File: src/rtl/dma_rd_desc_arbiter.sv
// Round-robin merge of weights (W) and pixels (X) read descriptors onto one DMA port, with per-source credits.
// Latency: one cycle from accepted source descriptor to m_d_valid; status completions free credits one cycle later.
// Backpressure: a registered output slot stalls on !m_d_ready; a source at its credit limit is skipped, never blocks the other.
module dma_rd_desc_arbiter #(
   parameter int AXI_ADDR_WIDTH  = 32,
   parameter int AXI_LEN_WIDTH   = 32,
   parameter int AXI_TAG_WIDTH   = 8,
   parameter int MAX_OUTSTANDING = 4,
   localparam int CNT_WIDTH      = $clog2(MAX_OUTSTANDING + 1)
) (
   input  logic                      clk,
   input  logic                      rstn,
   // weights descriptor stream
   input  logic [AXI_ADDR_WIDTH-1:0] s_wd_addr,
   input  logic [AXI_LEN_WIDTH-1:0]  s_wd_len,
   input  logic                      s_wd_valid,
   output logic                      s_wd_ready,
   // pixels descriptor stream
   input  logic [AXI_ADDR_WIDTH-1:0] s_xd_addr,
   input  logic [AXI_LEN_WIDTH-1:0]  s_xd_len,
   input  logic                      s_xd_valid,
   output logic                      s_xd_ready,
   // merged descriptor towards the DMA
   output logic [AXI_ADDR_WIDTH-1:0] m_d_addr,
   output logic [AXI_LEN_WIDTH-1:0]  m_d_len,
   output logic [AXI_TAG_WIDTH-1:0]  m_d_tag,
   output logic                      m_d_valid,
   input  logic                      m_d_ready,
   // DMA read status
   input  logic [AXI_TAG_WIDTH-1:0]  rs_tag,
   input  logic [3:0]                rs_error,
   input  logic                      rs_valid,
   // status / debug
   input  logic                      clr_err,
   output logic [CNT_WIDTH-1:0]      w_outstanding,
   output logic [CNT_WIDTH-1:0]      x_outstanding,
   output logic                      busy,
   output logic                      err,
   output logic                      err_src
);

   localparam int SEQ_WIDTH = AXI_TAG_WIDTH - 1;
   localparam logic [CNT_WIDTH-1:0] CNT_MAX = CNT_WIDTH'(MAX_OUTSTANDING);

   // Source encoding doubles as tag bit 0.
   typedef enum logic {
      SRC_W = 1'b0,
      SRC_X = 1'b1
   } src_e;

   src_e                 last_grant;
   logic [SEQ_WIDTH-1:0] w_seq;
   logic [SEQ_WIDTH-1:0] x_seq;

   logic                 slot_free;
   logic                 elig_w;
   logic                 elig_x;
   logic                 grant_w;
   logic                 grant_x;

   logic                 rs_is_w;
   logic                 rs_is_x;
   logic                 dec_w;
   logic                 dec_x;
   logic                 underflow;
   logic                 err_set;
   logic [CNT_WIDTH-1:0] w_cnt_next;
   logic [CNT_WIDTH-1:0] x_cnt_next;

   // Sequence bits of the status tag are debug-only: completions are counted, not matched.
   logic                 unused_rs_seq;
   assign unused_rs_seq = ^rs_tag[AXI_TAG_WIDTH-1:1];

   assign slot_free = !m_d_valid || m_d_ready;
   assign elig_w    = s_wd_valid && (w_outstanding < CNT_MAX);
   assign elig_x    = s_xd_valid && (x_outstanding < CNT_MAX);

   // Round-robin grant: a lone eligible source wins, a tie goes to the source that did not win last.
   always_comb begin
      grant_w = 1'b0;
      grant_x = 1'b0;
      if (rstn && slot_free) begin
         if (elig_w && elig_x) begin
            if (last_grant == SRC_X) begin
               grant_w = 1'b1;
            end else begin
               grant_x = 1'b1;
            end
         end else if (elig_w) begin
            grant_w = 1'b1;
         end else if (elig_x) begin
            grant_x = 1'b1;
         end
      end
   end

   assign s_wd_ready = grant_w;
   assign s_xd_ready = grant_x;

   // Credit accounting: issue increments, completion decrements, a completion on an empty counter is an underflow.
   always_comb begin
      rs_is_w    = rs_valid && (rs_tag[0] == SRC_W);
      rs_is_x    = rs_valid && (rs_tag[0] == SRC_X);
      dec_w      = rs_is_w && (w_outstanding != '0);
      dec_x      = rs_is_x && (x_outstanding != '0);
      underflow  = (rs_is_w && (w_outstanding == '0)) ||
                   (rs_is_x && (x_outstanding == '0));
      err_set    = rs_valid && ((rs_error != 4'd0) || underflow);
      w_cnt_next = w_outstanding + CNT_WIDTH'(grant_w) - CNT_WIDTH'(dec_w);
      x_cnt_next = x_outstanding + CNT_WIDTH'(grant_x) - CNT_WIDTH'(dec_x);
   end

   // Output slot: load the granted descriptor, hold while stalled, drop valid when free and nothing granted.
   always_ff @(posedge clk) begin
      if (!rstn) begin
         m_d_valid <= 1'b0;
         m_d_addr  <= '0;
         m_d_len   <= '0;
         m_d_tag   <= '0;
      end else if (slot_free) begin
         m_d_valid <= grant_w || grant_x;
         if (grant_w) begin
            m_d_addr <= s_wd_addr;
            m_d_len  <= s_wd_len;
            m_d_tag  <= {w_seq, 1'b0};
         end else if (grant_x) begin
            m_d_addr <= s_xd_addr;
            m_d_len  <= s_xd_len;
            m_d_tag  <= {x_seq, 1'b1};
         end
      end
   end

   // Arbitration history and per-source sequence numbers (wrap naturally at the sequence width).
   always_ff @(posedge clk) begin
      if (!rstn) begin
         last_grant <= SRC_X;
         w_seq      <= '0;
         x_seq      <= '0;
      end else begin
         if (grant_w) begin
            last_grant <= SRC_W;
            w_seq      <= w_seq + 1'b1;
         end
         if (grant_x) begin
            last_grant <= SRC_X;
            x_seq      <= x_seq + 1'b1;
         end
      end
   end

   // In-flight counters; the new values gate eligibility from the next cycle on.
   always_ff @(posedge clk) begin
      if (!rstn) begin
         w_outstanding <= '0;
         x_outstanding <= '0;
      end else begin
         w_outstanding <= w_cnt_next;
         x_outstanding <= x_cnt_next;
      end
   end

   // Sticky error: the source of the first error is kept until cleared; a new error beats a same-cycle clear.
   always_ff @(posedge clk) begin
      if (!rstn) begin
         err     <= 1'b0;
         err_src <= 1'b0;
      end else begin
         if (err_set && !err) begin
            err_src <= rs_tag[0];
         end
         if (err_set) begin
            err <= 1'b1;
         end else if (clr_err) begin
            err <= 1'b0;
         end
      end
   end

   assign busy = m_d_valid || (w_outstanding != '0) || (x_outstanding != '0);

endmodule

File: config.mk
export PLATFORM = sky130hd
export DESIGN_NAME = dma_rd_desc_arbiter
export DESIGN_NICKNAME = d
export VERILOG_FILES = /design/src/rtl/dma_rd_desc_arbiter.sv
export SDC_FILE = /design/constraint.sdc
export NUM_CORES = 1
export LEC_CHECK = 0
export ABC_AREA = 1
export CORE_MARGIN = 5
export CORE_UTILIZATION = 40
export CTS_BUF_LIST = sky130_fd_sc_hd__clkbuf_8
export DETAILED_ROUTE_END_ITERATION = 6
export GPL_ROUTABILITY_DRIVEN = 0
export GPL_TIMING_DRIVEN = 0
export PLACE_DENSITY_LB_ADDON = 0.05
export SYNTH_ARGS = -nofsm -noshare
export SYNTH_HDL_FRONTEND = slang
export SYNTH_SLANG_ARGS = --single-unit
File: constraint.sdc
create_clock -name clk -period 5.15 [get_ports clk]
set_clock_uncertainty 0.1 [all_clocks]
set_input_delay 0.515 -clock clk [delete_from_list [all_inputs] [get_ports clk]]
set_output_delay 0.515 -clock clk [all_outputs]
set_load 0.01 [all_outputs]
# Word-level counts from Yosys, hierarchy flattened
# Cells that the tools add are included.
[totals]
reg_bits = 96
latch_bits = 0
ramBits = 0
rom_bits = 0
out_inout_bits = 84
n_memories = 0
[classes]
add_sub_neg = 6
n_mul = 0
n_div = 0
order_cmp = 2
n_eq_ne = 0
shifts = 0
mux = 17
bitwise = 2
n_reduce_logical = 29
[op_table]
columns = ["operator", "n"]
rows = [
  ["$mux W32", 4],
  ["$mux W8", 2],
  ["$add A7 B1 Y7 const B", 2],
  ["$logic_and A1 B1 Y1", 12],
  ["$mux W1", 11],
  ["$add A3 B1 Y3", 2],
  ["$logic_not A3 Y1", 2],
  ["$logic_or A1 B1 Y1", 6],
  ["$lt A3 B3 Y1 const B", 2],
  ["$reduce_bool A3 Y1", 2],
  ["$sub A3 B1 Y3", 2],
  ["$reduce_bool A2 Y1", 2],
  ["$reduce_bool A4 Y1", 1],
  ["$logic_not A1 Y1", 2],
  ["$not A1 Y1", 2],
  ["$reduce_and A2 Y1", 1],
  ["$reduce_or A2 Y1", 1],
]

# Logic depth before layout (Yosys ltp)
# Gate-level depths: netlist of run 1.
[depth]
depth_word = 8
mapped_depth = 13

# Worst setup path after synthesis of run 1
# No wires, ideal clock.
[synth_timing]
kind = "input to register"
start = "input port rstn"
end = "register w_outstanding[2]"
setup_time_ns = 0.121
arrival_ns = 2.221
required_ns = 4.929
setup_slack_ns = 2.709
stages = 13
path_buffers = 3
path_cell_list = "buf_4 > inv_2 > a21oi_4 > buf_6 > nand3_4 > buf_6 > inv_2 > ha_1 > inv_1 > fa_1 > xnor2_1 > o21ai_0 > a21oi_1"
[synth_between]
elab_chain_cells = 4
[synth_lines]
columns = ["item", "line_no", "rtl"]
rows = [
  ["from (decl)", "12", "input logic rstn,"],
  ["$logic_and A1 B1 Y1", "82", "if (rstn && slot_free) begin"],
  ["$mux W1", "82", ""],
  ["named net s_wd_ready", "17", "output logic s_wd_ready,"],
  ["$add A3 B1 Y3", "109", "w_cnt_next = w_outstanding + CNT_WIDTH'(grant_w) - CNT_WIDTH'(dec_w);"],
  ["$sub A3 B1 Y3", "109", ""],
  ["to (signal assigned)", "158", "w_outstanding <= w_cnt_next;"],
  ["to (decl)", "35", "output logic [CNT_WIDTH-1:0] w_outstanding,"],
]
# The timed path passes the listed nets, and every way through them passes these cells.
# A chain may end at the register's enable or synchronous reset.

# Final worst setup path of run 1
[layout_timing]
start = "input port s_wd_valid"
end = "output port s_wd_ready"
[layout_between]
elab_chain_cells = 4
[layout_lines]
columns = ["item", "line_no", "rtl"]
rows = [
  ["from (decl)", "16", "input logic s_wd_valid,"],
  ["$logic_and A1 B1 Y1 *", "75", "assign elig_w = s_wd_valid && (w_outstanding < CNT_MAX);"],
  ["$mux W1 or $logic_and A1 B1 Y1 (tied branches)", "89, 83", ""],
  ["$mux W1 *", "83", "if (elig_w && elig_x) begin"],
  ["$mux W1 *", "82", ""],
  ["to (decl)", "17", ""],
]
# Every way passes the cells marked *; elsewhere a longest branch is shown, timed or not.

==> results of run 1 <==
[state kept, by name (all words and copies together), names as in the netlist]
name           cells
last_grant         1
x_outstanding      3
err                1
err_src            1
w_seq              7
x_seq              7
m_d_tag            8
m_d_len           32
w_outstanding      3
m_d_addr          32
m_d_valid          1
[power by group through the flow]
| stage | sequential (mW) | clock [mW] | combinational, mW |
|---|---|---|---|
| after floorplan | 0.965 | 0 | 0.439 |
| after global placement | 0.926 | 0 | 0.908 |
| after detailed placement | 0.928 | 0 | 0.911 |
| after CTS | 0.911 | 0.570 | 0.918 |
| after global routing | 0.926 | 0.608 | 1.02 |
| final | 0.910 | 0.553 | 0.911 |
[layer usage]
| metal | global-route usage | up-vias |
|---|---|---|
| li1 | - | 3024 |
| met1 | 0.278 | 2516 |
| met2 | 0.339 | 182 |
| met3 | 0.0613 | 17 |
| met4 | 0.0582 | 0 |
| met5 | 0 | - |
[worst max path at each step]
stage,startpoint,end,slack (ps)
2_1_floorplan,rstn,w_outstanding[2]$_SDFF_PN0_,2710
3_3_place_gp,s_wd_valid,s_wd_ready,1690
3_5_place_dp,s_wd_valid,s_wd_ready,1700
4_1_cts,s_wd_valid,s_wd_ready,1690
5_1_grt,s_wd_valid,s_wd_ready,1540
6_report,s_wd_valid,s_wd_ready,1710
[layout make-up]
| cell class | count | area [um^2] | share of cell area |
|---|---|---|---|
| clock buffers | 10 | 138 | 0.0175 |
| plain buffers | 56 | 289 | 0.0368 |
| flip-flops and latches | 96 | 1920 | 0.245 |
| inverters | 108 | 405 | 0.0516 |
| clock inverters | 6 | 82.6 | 0.0105 |
| repair buffers | 222 | 2220 | 0.283 |
| multi-input cells | 554 | 2580 | 0.329 |
| well taps | 172 | 215 | 0.0274 |
[placed cells by master (no fill, tap or decap), types with 6 or more instances in the layout]
| cell type | instances |
|---|---|
| sky130_fd_sc_hd__nor2_1 | 156 |
| sky130_fd_sc_hd__nand3_1 | 79 |
| sky130_fd_sc_hd__buf_4 | 8 |
| sky130_fd_sc_hd__inv_1 | 103 |
| sky130_fd_sc_hd__clkdlybuf4s50_1 | 222 |
| sky130_fd_sc_hd__dfxtp_1 | 96 |
| sky130_fd_sc_hd__a21oi_1 | 16 |
| sky130_fd_sc_hd__nand2_1 | 192 |
| sky130_fd_sc_hd__clkbuf_8 | 10 |
| sky130_fd_sc_hd__clkbuf_1 | 20 |
| sky130_fd_sc_hd__ha_1 | 6 |
| sky130_fd_sc_hd__buf_2 | 21 |
| sky130_fd_sc_hd__nand4_1 | 75 |
[through the flow]
step / util / power (mW)
after floorplan: - / 1.40
after global placement: 0.602 / 1.83
after detailed placement: 0.602 / 1.84
after CTS: 0.620 / 2.40
after global routing: 0.620 / 2.55
final: 0.620 / 2.37
[worst register-to-register path: cells and delay by family, from the launching register on]
| kind | cells | cell delay (ps) |
|---|---|---|
| simple gates | 2 | 900 |
| buf+inv | 3 | 430 |
| fa+ha+maj | 2 | 540 |
| xor+xnor | 1 | 200 |
| compound gates | 2 | 200 |
| flops | 1 | 360 |
[cell families after synthesis]
logic type | count (synthesis)
xor+xnor | 9
fa+ha+maj | 8
compound gates | 24
simple gates | 513
buf+inv | 164
flops | 96
==> impl_metrics.csv, run 1 <==
group,metric,value,unit
die,fp.dieArea,15400,um^2
place,dpl_worst_slack,1700,ps
hold_path,timing.hold.worst_path_depth,3,
sta,fin_crit,3440,ps
logic_synthesis,yosysSeqAreaShare,0.370,
setup_path,critical-path-top-cell-by-count,"sky130_fd_sc_hd__clkdlybuf4s50_1",
logic_synthesis,synth.top_cell.area_share,0.370,
setup_path,worst_path_dominant_cell_family,"buffers and inverters",
finish,areaGrowthSynthToFinish,51.1,%
logic_synthesis,synth_enable_flop_cells,0,
pwr,leakage,3.72,nW
logic_synthesis,leading_post_synthesis_cells_by_instance_count,"192 x sky130_fd_sc_hd__nand2_1, 156 x sky130_fd_sc_hd__nor2_1, 103 x sky130_fd_sc_hd__inv_1, 96 x sky130_fd_sc_hd__dfxtp_1, 79 x sky130_fd_sc_hd__nand3_1",
pwr,net_sw_power,0.797,mW
route,number_of_drc_markers_in_iteration_0,356,
clock_network,cts-htree-levels,3,
sta,tcrit_tclk_final,0.667,
die,chipWidth,124,um
logic_synthesis,synthFlopType,"sky130_fd_sc_hd__dfxtp_1",
pwr,power.density_cell_area,302,nW/um^2
global_routing,first_pass_grt_wire_length,25.5,mm
sta,worst_slew_pin_slew,786,ps
logic_synthesis,adder_cell_fraction_of_synth_area,0.0222,
route,detail_route.wirelength,16.6,mm
sta,slew_violations,0,
setup_path,worst-setup-path-type,"input port to output port",
setup_path,worstReg2RegEnd,"w_outstanding[2]$_SDFF_PN0_",
finish,antenna-diode-count,0,
route,firstDrtPassIters,5,
setup_path,r2r_slack,2360,ps
route,avgRoutedWirePerCell,13.5,um
finish,fillerInstances,1244,
place,placed_cell_area,7630,um^2
global_routing,grt_start_max_net_pins,16,
clock_network,ctsLongestPathBuffers,2,
finish,nNetsFinal,1202,
setup_path,critical_path.max_fanout,10,
logic_synthesis,yosys.cell_count.top_type,"sky130_fd_sc_hd__nand2_1",
setup_path,worst_ep_arrival_time,2820,ps
logic_synthesis,syn-cell-area,5200,um^2
route,drcViolationCount,0,
route,routed-via-count,5739,
global_routing,grt_antenna_before_repair,0,
global_routing,grt_overflow,0,
hold_path,worst_hold_path_type,"input port to register",
clock_network,tritoncts,"built",
pwr,max-vdd-ir-drop,189,uV
pwr,fraction_of_power_consumed_by_combinational_cells,0.384,
die,die_height,124,um
pwr,sequential_share_of_power,0.383,
logic_synthesis,yosys_warnings,0,
clock_network,cts_sinks,96,
setup_path,critical_path_depth,7,
clock_network,cts-resized-gates,0,
finish,postLayoutCellArea,7850,um^2
setup_path,critical-path-slowest-cell,"sky130_fd_sc_hd__nor2_2",
die,core,12700,um^2
die,placementRows,41,
global_routing,globalRouteTotalUtil,0.211,
setup_path,timing.critical_path.buf_inv,5,
clock_network,clock_tree_root,"sky130_fd_sc_hd__clkbuf_8",
setup_path,worst_stage_delay_on_the_critical_path,590,ps
clock_network,clk_pin_slew_worst_paths,100,ps
logic_synthesis,async_flop_share,0,
setup_path,worstReg2RegStart,"w_outstanding[2]$_SDFF_PN0_",
setup_path,r2r_cells,10,
sta,fin_worst_hold_slack,315,ps
sta,max_clock_freq,0.291,GHz
logic_synthesis,synth_top_family_by_area,"simple AND/OR/NAND/NOR gates",
sta,timing.setup.tns,0,ps
die,top_level_ports,231,
logic_synthesis,synth-compound-area-share,0.0265,
route,top_layer_used,"met4",
finish,final_cells,1224,
logic_synthesis,synth_area_per_cell,6.38,um^2
pwr,power.internal,1.58,mW
outcome,status,"completed",
route,wire_length_on_met3,1.62,mm
route,wl_met1,7.29,mm
clock_network,buffers_inserted_during_post_cts_setup_optimization,0,
finish,post_route_cells_drive_above_1_share,0.0551,
hold_path,hp_start,"rstn",
pwr,clock_network_fraction_of_design_power,0.233,
route,count_of_antenna_violating_nets_left_after_detailed_routing,0,
logic_synthesis,synth_cell_types,30,
sta,fin_ws,1710,ps
logic_synthesis,post_synth_mux_area_share,0,
logic_synthesis,synth-xor-area-share,0.0152,
sta,setup_viol,0,
logic_synthesis,ff_latch_count_synth,96,
sta,slew_headroom,0.476,
sta,hold_viol,0,
route,routed_via_density,4.69,
place,placement.io_buffers,222,
setup_path,worst_setup_path_end_kind,"output port",
place,dpl.hpwl,12.4,mm
setup_path,timing.critical_path.from_type,"input port",
setup_path,cp_data_required_time,4530,ps
sta,rsz0062_at_grt,"no",
logic_synthesis,synth_net_count,969,
pwr,switching_share,0.336,
route,route.met2.wl,7.45,mm
logic_synthesis,synth_area_leader_cell,"sky130_fd_sc_hd__dfxtp_1",
clock_network,post_cts_hold_fix_bufs,0,
global_routing,via_count_of_the_first_global_routing_pass,5203,
logic_synthesis,synth-simple-area-share,0.433,
die,start_util,0.410,
flow_run,cap_violations,0,
setup_path,crit_path_cell_trace,"clkdlybuf4s50_1 > inv_1 > nor2_2 > nand3_4 > buf_6 > inv_2 > clkdlybuf4s50_1",
hold_path,worst_min_delay_path_endpoint,"w_outstanding[0]$_SDFF_PN0_",
clock_network,cts_made_buffers,9,
logic_synthesis,synth.area.top_cells,"sky130_fd_sc_hd__dfxtp_1 37%, sky130_fd_sc_hd__nand2_1 14%, sky130_fd_sc_hd__nor2_1 11%, sky130_fd_sc_hd__nand4_1 9.0%, sky130_fd_sc_hd__nand3_1 7.6%",
clock_network,clkLatencyLatePin,380,ps
place,placed_cells_incl_taps,1208,
logic_synthesis,postSynthCellCount,814,
Power figures use the tool's default switching activity.
==> inputs of run 2 (changes only) <==
- clock period: 5.15 -> 3.28 ns (I/O delays scaled with it)
==> results of run 2 <==
Same layout as run 1 (identical final DEF). Status: completed.
Among the figures that moved: setup slack after placement 1700 ps -> 36.1 ps; setup slack after layout 1710 ps -> 217 ps; hold slack 315 ps -> 128 ps; register-to-register setup slack 2360 ps -> 490 ps; total power 2.37 mW -> 3.73 mW; worst IR drop on VDD 189 uV -> 297 uV
==> inputs of run 3 (changes only) <==
- ABC_AREA: 1 -> unset
- CAP_MARGIN: unset -> 20
- SKIP_LAST_GASP: unset -> 1
==> impl_metrics.csv, run 3 <==
group,metric,value,unit
clock_network,clkLatencyLatePin,360,ps
pwr,sequential_share_of_power,0.426,
sta,max_clock_freq,0.358,GHz
logic_synthesis,postSynthCellCount,526,
sta,fin_crit,2790,ps
logic_synthesis,synth_cell_types,42,
clock_network,buffers_inserted_during_post_cts_setup_optimization,0,
setup_path,critical-path-slowest-cell,"sky130_fd_sc_hd__clkdlybuf4s50_1",
logic_synthesis,synth_net_count,681,
route,firstDrtPassIters,5,
setup_path,timing.critical_path.buf_inv,5,
sta,setup_viol,0,
finish,most_frequent_standard_cell_in_the_layout_excluding_fill_and_tap_cells,"sky130_fd_sc_hd__clkdlybuf4s50_1",
setup_path,timing.critical_path.from_type,"input port",
logic_synthesis,yosys_warnings,0,
logic_synthesis,synth.area.top_cells,"sky130_fd_sc_hd__dfxtp_1 46%, sky130_fd_sc_hd__nor3_1 17%, sky130_fd_sc_hd__o21ai_0 8.8%, sky130_fd_sc_hd__nor2_1 7.1%, sky130_fd_sc_hd__clkbuf_1 2.5%",
clock_network,tritoncts,"built",
setup_path,critical_path.max_fanout,11,
global_routing,grt.met3_usage,0.0772,
sta,tcrit_tclk_final,0.851,
pwr,power.density_cell_area,497,nW/um^2
setup_path,worst_stage_delay_on_the_critical_path,590,ps
clock_network,clock_tree_root,"sky130_fd_sc_hd__clkbuf_8",
pwr,max-vdd-ir-drop,226,uV
sta,fin_ws,487,ps
place,placed_cells_incl_taps,885,
sta,slew_headroom,0.661,
finish,final_cells,901,
die,fp.dieArea,12500,um^2
clock_network,cts-htree-levels,3,
logic_synthesis,synthFlopType,"sky130_fd_sc_hd__dfxtp_1",
clock_network,ctsLongestPathBuffers,2,
sta,worst_slew_pin_slew,509,ps
finish,post_route_cells_drive_above_1_share,0.0431,
sta,rsz0062_at_grt,"no",
die,start_util,0.405,
place,dpl_worst_slack,392,ps
die,chipWidth,112,um
route,count_of_antenna_violating_nets_left_after_detailed_routing,0,
hold_path,worst_hold_path_type,"register to register",
logic_synthesis,leading_post_synthesis_cells_by_instance_count,"137 x sky130_fd_sc_hd__nor3_1, 96 x sky130_fd_sc_hd__dfxtp_1, 78 x sky130_fd_sc_hd__nor2_1, 73 x sky130_fd_sc_hd__o21ai_0, 28 x sky130_fd_sc_hd__clkbuf_1",
logic_synthesis,synth_area_leader_cell,"sky130_fd_sc_hd__dfxtp_1",
pwr,switching_share,0.311,
setup_path,worst_setup_path_end_kind,"output port",
clock_network,cts_made_buffers,9,
finish,final_cell_mix,"223 x sky130_fd_sc_hd__clkdlybuf4s50_1, 137 x sky130_fd_sc_hd__nor3_1, 96 x sky130_fd_sc_hd__dfxtp_1",
logic_synthesis,synth_area_per_cell,7.88,um^2
hold_path,hp_start,"w_seq[6]$_SDFFE_PN0N_",
die,top_level_ports,231,
global_routing,grt_start_max_net_pins,15,
die,core,10200,um^2
pwr,leakage,2.57,nW
setup_path,critical-path-top-cell-by-count,"sky130_fd_sc_hd__clkdlybuf4s50_1",
setup_path,worst_path_dominant_cell_family,"buffers and inverters",
sta,timing.setup.tns,0,ps
setup_path,worstReg2RegStart,"x_outstanding[2]$_SDFF_PN0_",
logic_synthesis,synth.top_cell.area_share,0.464,
setup_path,crit_path_cell_trace,"clkdlybuf4s50_1 > nand2b_1 > clkbuf_2 > o2111ai_2 > inv_2 > buf_2 > clkdlybuf4s50_1",
global_routing,globalRouteTotalUtil,0.225,
setup_path,cp_data_required_time,2850,ps
pwr,clock_network_fraction_of_design_power,0.237,
sta,hold_viol,0,
global_routing,grt-busiest-layer,"met2",
outcome,status,"completed",
route,avgRoutedWirePerCell,15.8,um
logic_synthesis,async_flop_share,0,
logic_synthesis,synth_enable_flop_cells,0,
place,dpl.hpwl,10.7,mm
finish,antenna-diode-count,0,
global_routing,first_pass_grt_wire_length,23.4,mm
setup_path,crit_path_start,"m_d_ready",
flow_run,cap_violations,0,
clock_network,clk_pin_slew_worst_paths,90,ps
finish,nNetsFinal,915,
route,detail_route.wirelength,14.2,mm
global_routing,via_count_of_the_first_global_routing_pass,4853,
logic_synthesis,ff_latch_count_synth,96,
global_routing,grt_overflow,0,
clock_network,post_cts_hold_fix_bufs,0,
global_routing,grt_antenna_before_repair,0,
die,placementRows,37,
logic_synthesis,syn-cell-area,4150,um^2
sta,fin_worst_hold_slack,394,ps
finish,largestRegisters,"m_d_addr (32), m_d_len (32), m_d_tag (8)",
pwr,fraction_of_power_consumed_by_combinational_cells,0.337,
pwr,power.internal,2.31,mW
sta,slew_violations,0,
global_routing,gr-usage-met2,0.377,
logic_synthesis,yosysSeqAreaShare,0.464,
route,drcViolationCount,0,
place,placement.io_buffers,223,
clock_network,cts_sinks,96,
pwr,net_sw_power,1.04,mW
die,die_height,112,um
finish,areaGrowthSynthToFinish,62.8,%
clock_network,cts-resized-gates,0,
route,routed_via_density,5.18,
setup_path,worst_ep_arrival_time,2360,ps
global_routing,gr_met1_demand_resource,0.268,
finish,fin_util,0.659,
logic_synthesis,yosys.cell_count.top_type,"sky130_fd_sc_hd__nor3_1",
setup_path,worst-setup-path-type,"input port to output port",
route,number_of_drc_markers_in_iteration_0,235,
route,routed-via-count,4664,
==> run 3: cell count changes after synthesis, sizes merged, moves of 8 or more <==
| cell | previous run | this run |
|---|---|---|
| nand2 | 193 | 12 |
| buf | 36 | 13 |
| nand3 | 80 | 6 |
| nand4 | 75 | 3 |
| o21ai | 6 | 73 |
| inv | 107 | 12 |
| nor2 | 157 | 78 |
| clkbuf | 20 | 29 |
| nor3 | 4 | 137 |
| o31ai | 0 | 8 |
==> run 3: area by class of cell <==
class / count / area, um^2
sequential: 96 / 1920
tap: 136 / 170
buffer: 42 / 181
fill: 886 / 3480
clock buffer: 11 / 151
inverter: 13 / 48.8
timing repair buffer: 223 / 2230
clock inverter: 5 / 47.5
multi-input combinational: 375 / 1990
==> run 3: routing by layer <==
metal  routed length (um)  vias up
met5                    0        -
met4                  293        0
met3                 1340       19
met2                 6790      173
met1                 5770     2148
li1                     -     2324
==> run 3: power groups by stage <==
stage          clock network, mW  logic, mW  registers, mW
6_report                   0.795       1.13           1.43
3_3_place_gp                   0       1.12           1.45
4_1_cts                    0.814       1.14           1.43
3_5_place_dp                   0       1.14           1.45
2_1_floorplan                  0      0.445           1.51
5_1_grt                    0.864       1.24           1.45
==> run 3: stage by stage <==
| stage | power (mW) | area (um^2) |
|---|---|---|
| floorplan | 1.96 | 4150 |
| global placement | 2.57 | 6550 |
| detailed placement | 2.59 | 6550 |
| CTS | 3.39 | 6750 |
| global route | 3.56 | 6750 |
| finish | 3.35 | 6750 |
==> run 3: worst paths after layout <==
kind | endpoint | slack [ps] | cells after the start
max reg2reg | x_outstanding[2]$_SDFF_PN0_ | 900 | 9
max | s_wd_ready | 490 | 7
min | w_seq[6]$_SDFFE_PN0N_ | 390 | 2
min reg2reg | w_seq[6]$_SDFFE_PN0N_ | 390 | 2
==> run 3: tightest hold or removal path: stages (launching register included) <==
cell                      delay [ps]
sky130_fd_sc_hd__dfxtp_1         330
sky130_fd_sc_hd__o31ai_1          60
sky130_fd_sc_hd__a21oi_1          60
==> run 3: cell families (layout without fill, tap and decap cells) <==
kind of cell / count (synthesis) / in the layout / share of synthesized area
flip-flops: 96 / 96 / 0.464
multiplexers: 1 / 1 / 0.00241
AO/OA/AOI/OAI: 105 / 105 / 0.144
buffers and inverters: 55 / 294 / 0.0555
adder cells (fa/ha/maj): 8 / 8 / 0.0278
AND/OR/NAND/NOR: 255 / 255 / 0.294
XOR/XNOR: 6 / 6 / 0.0127
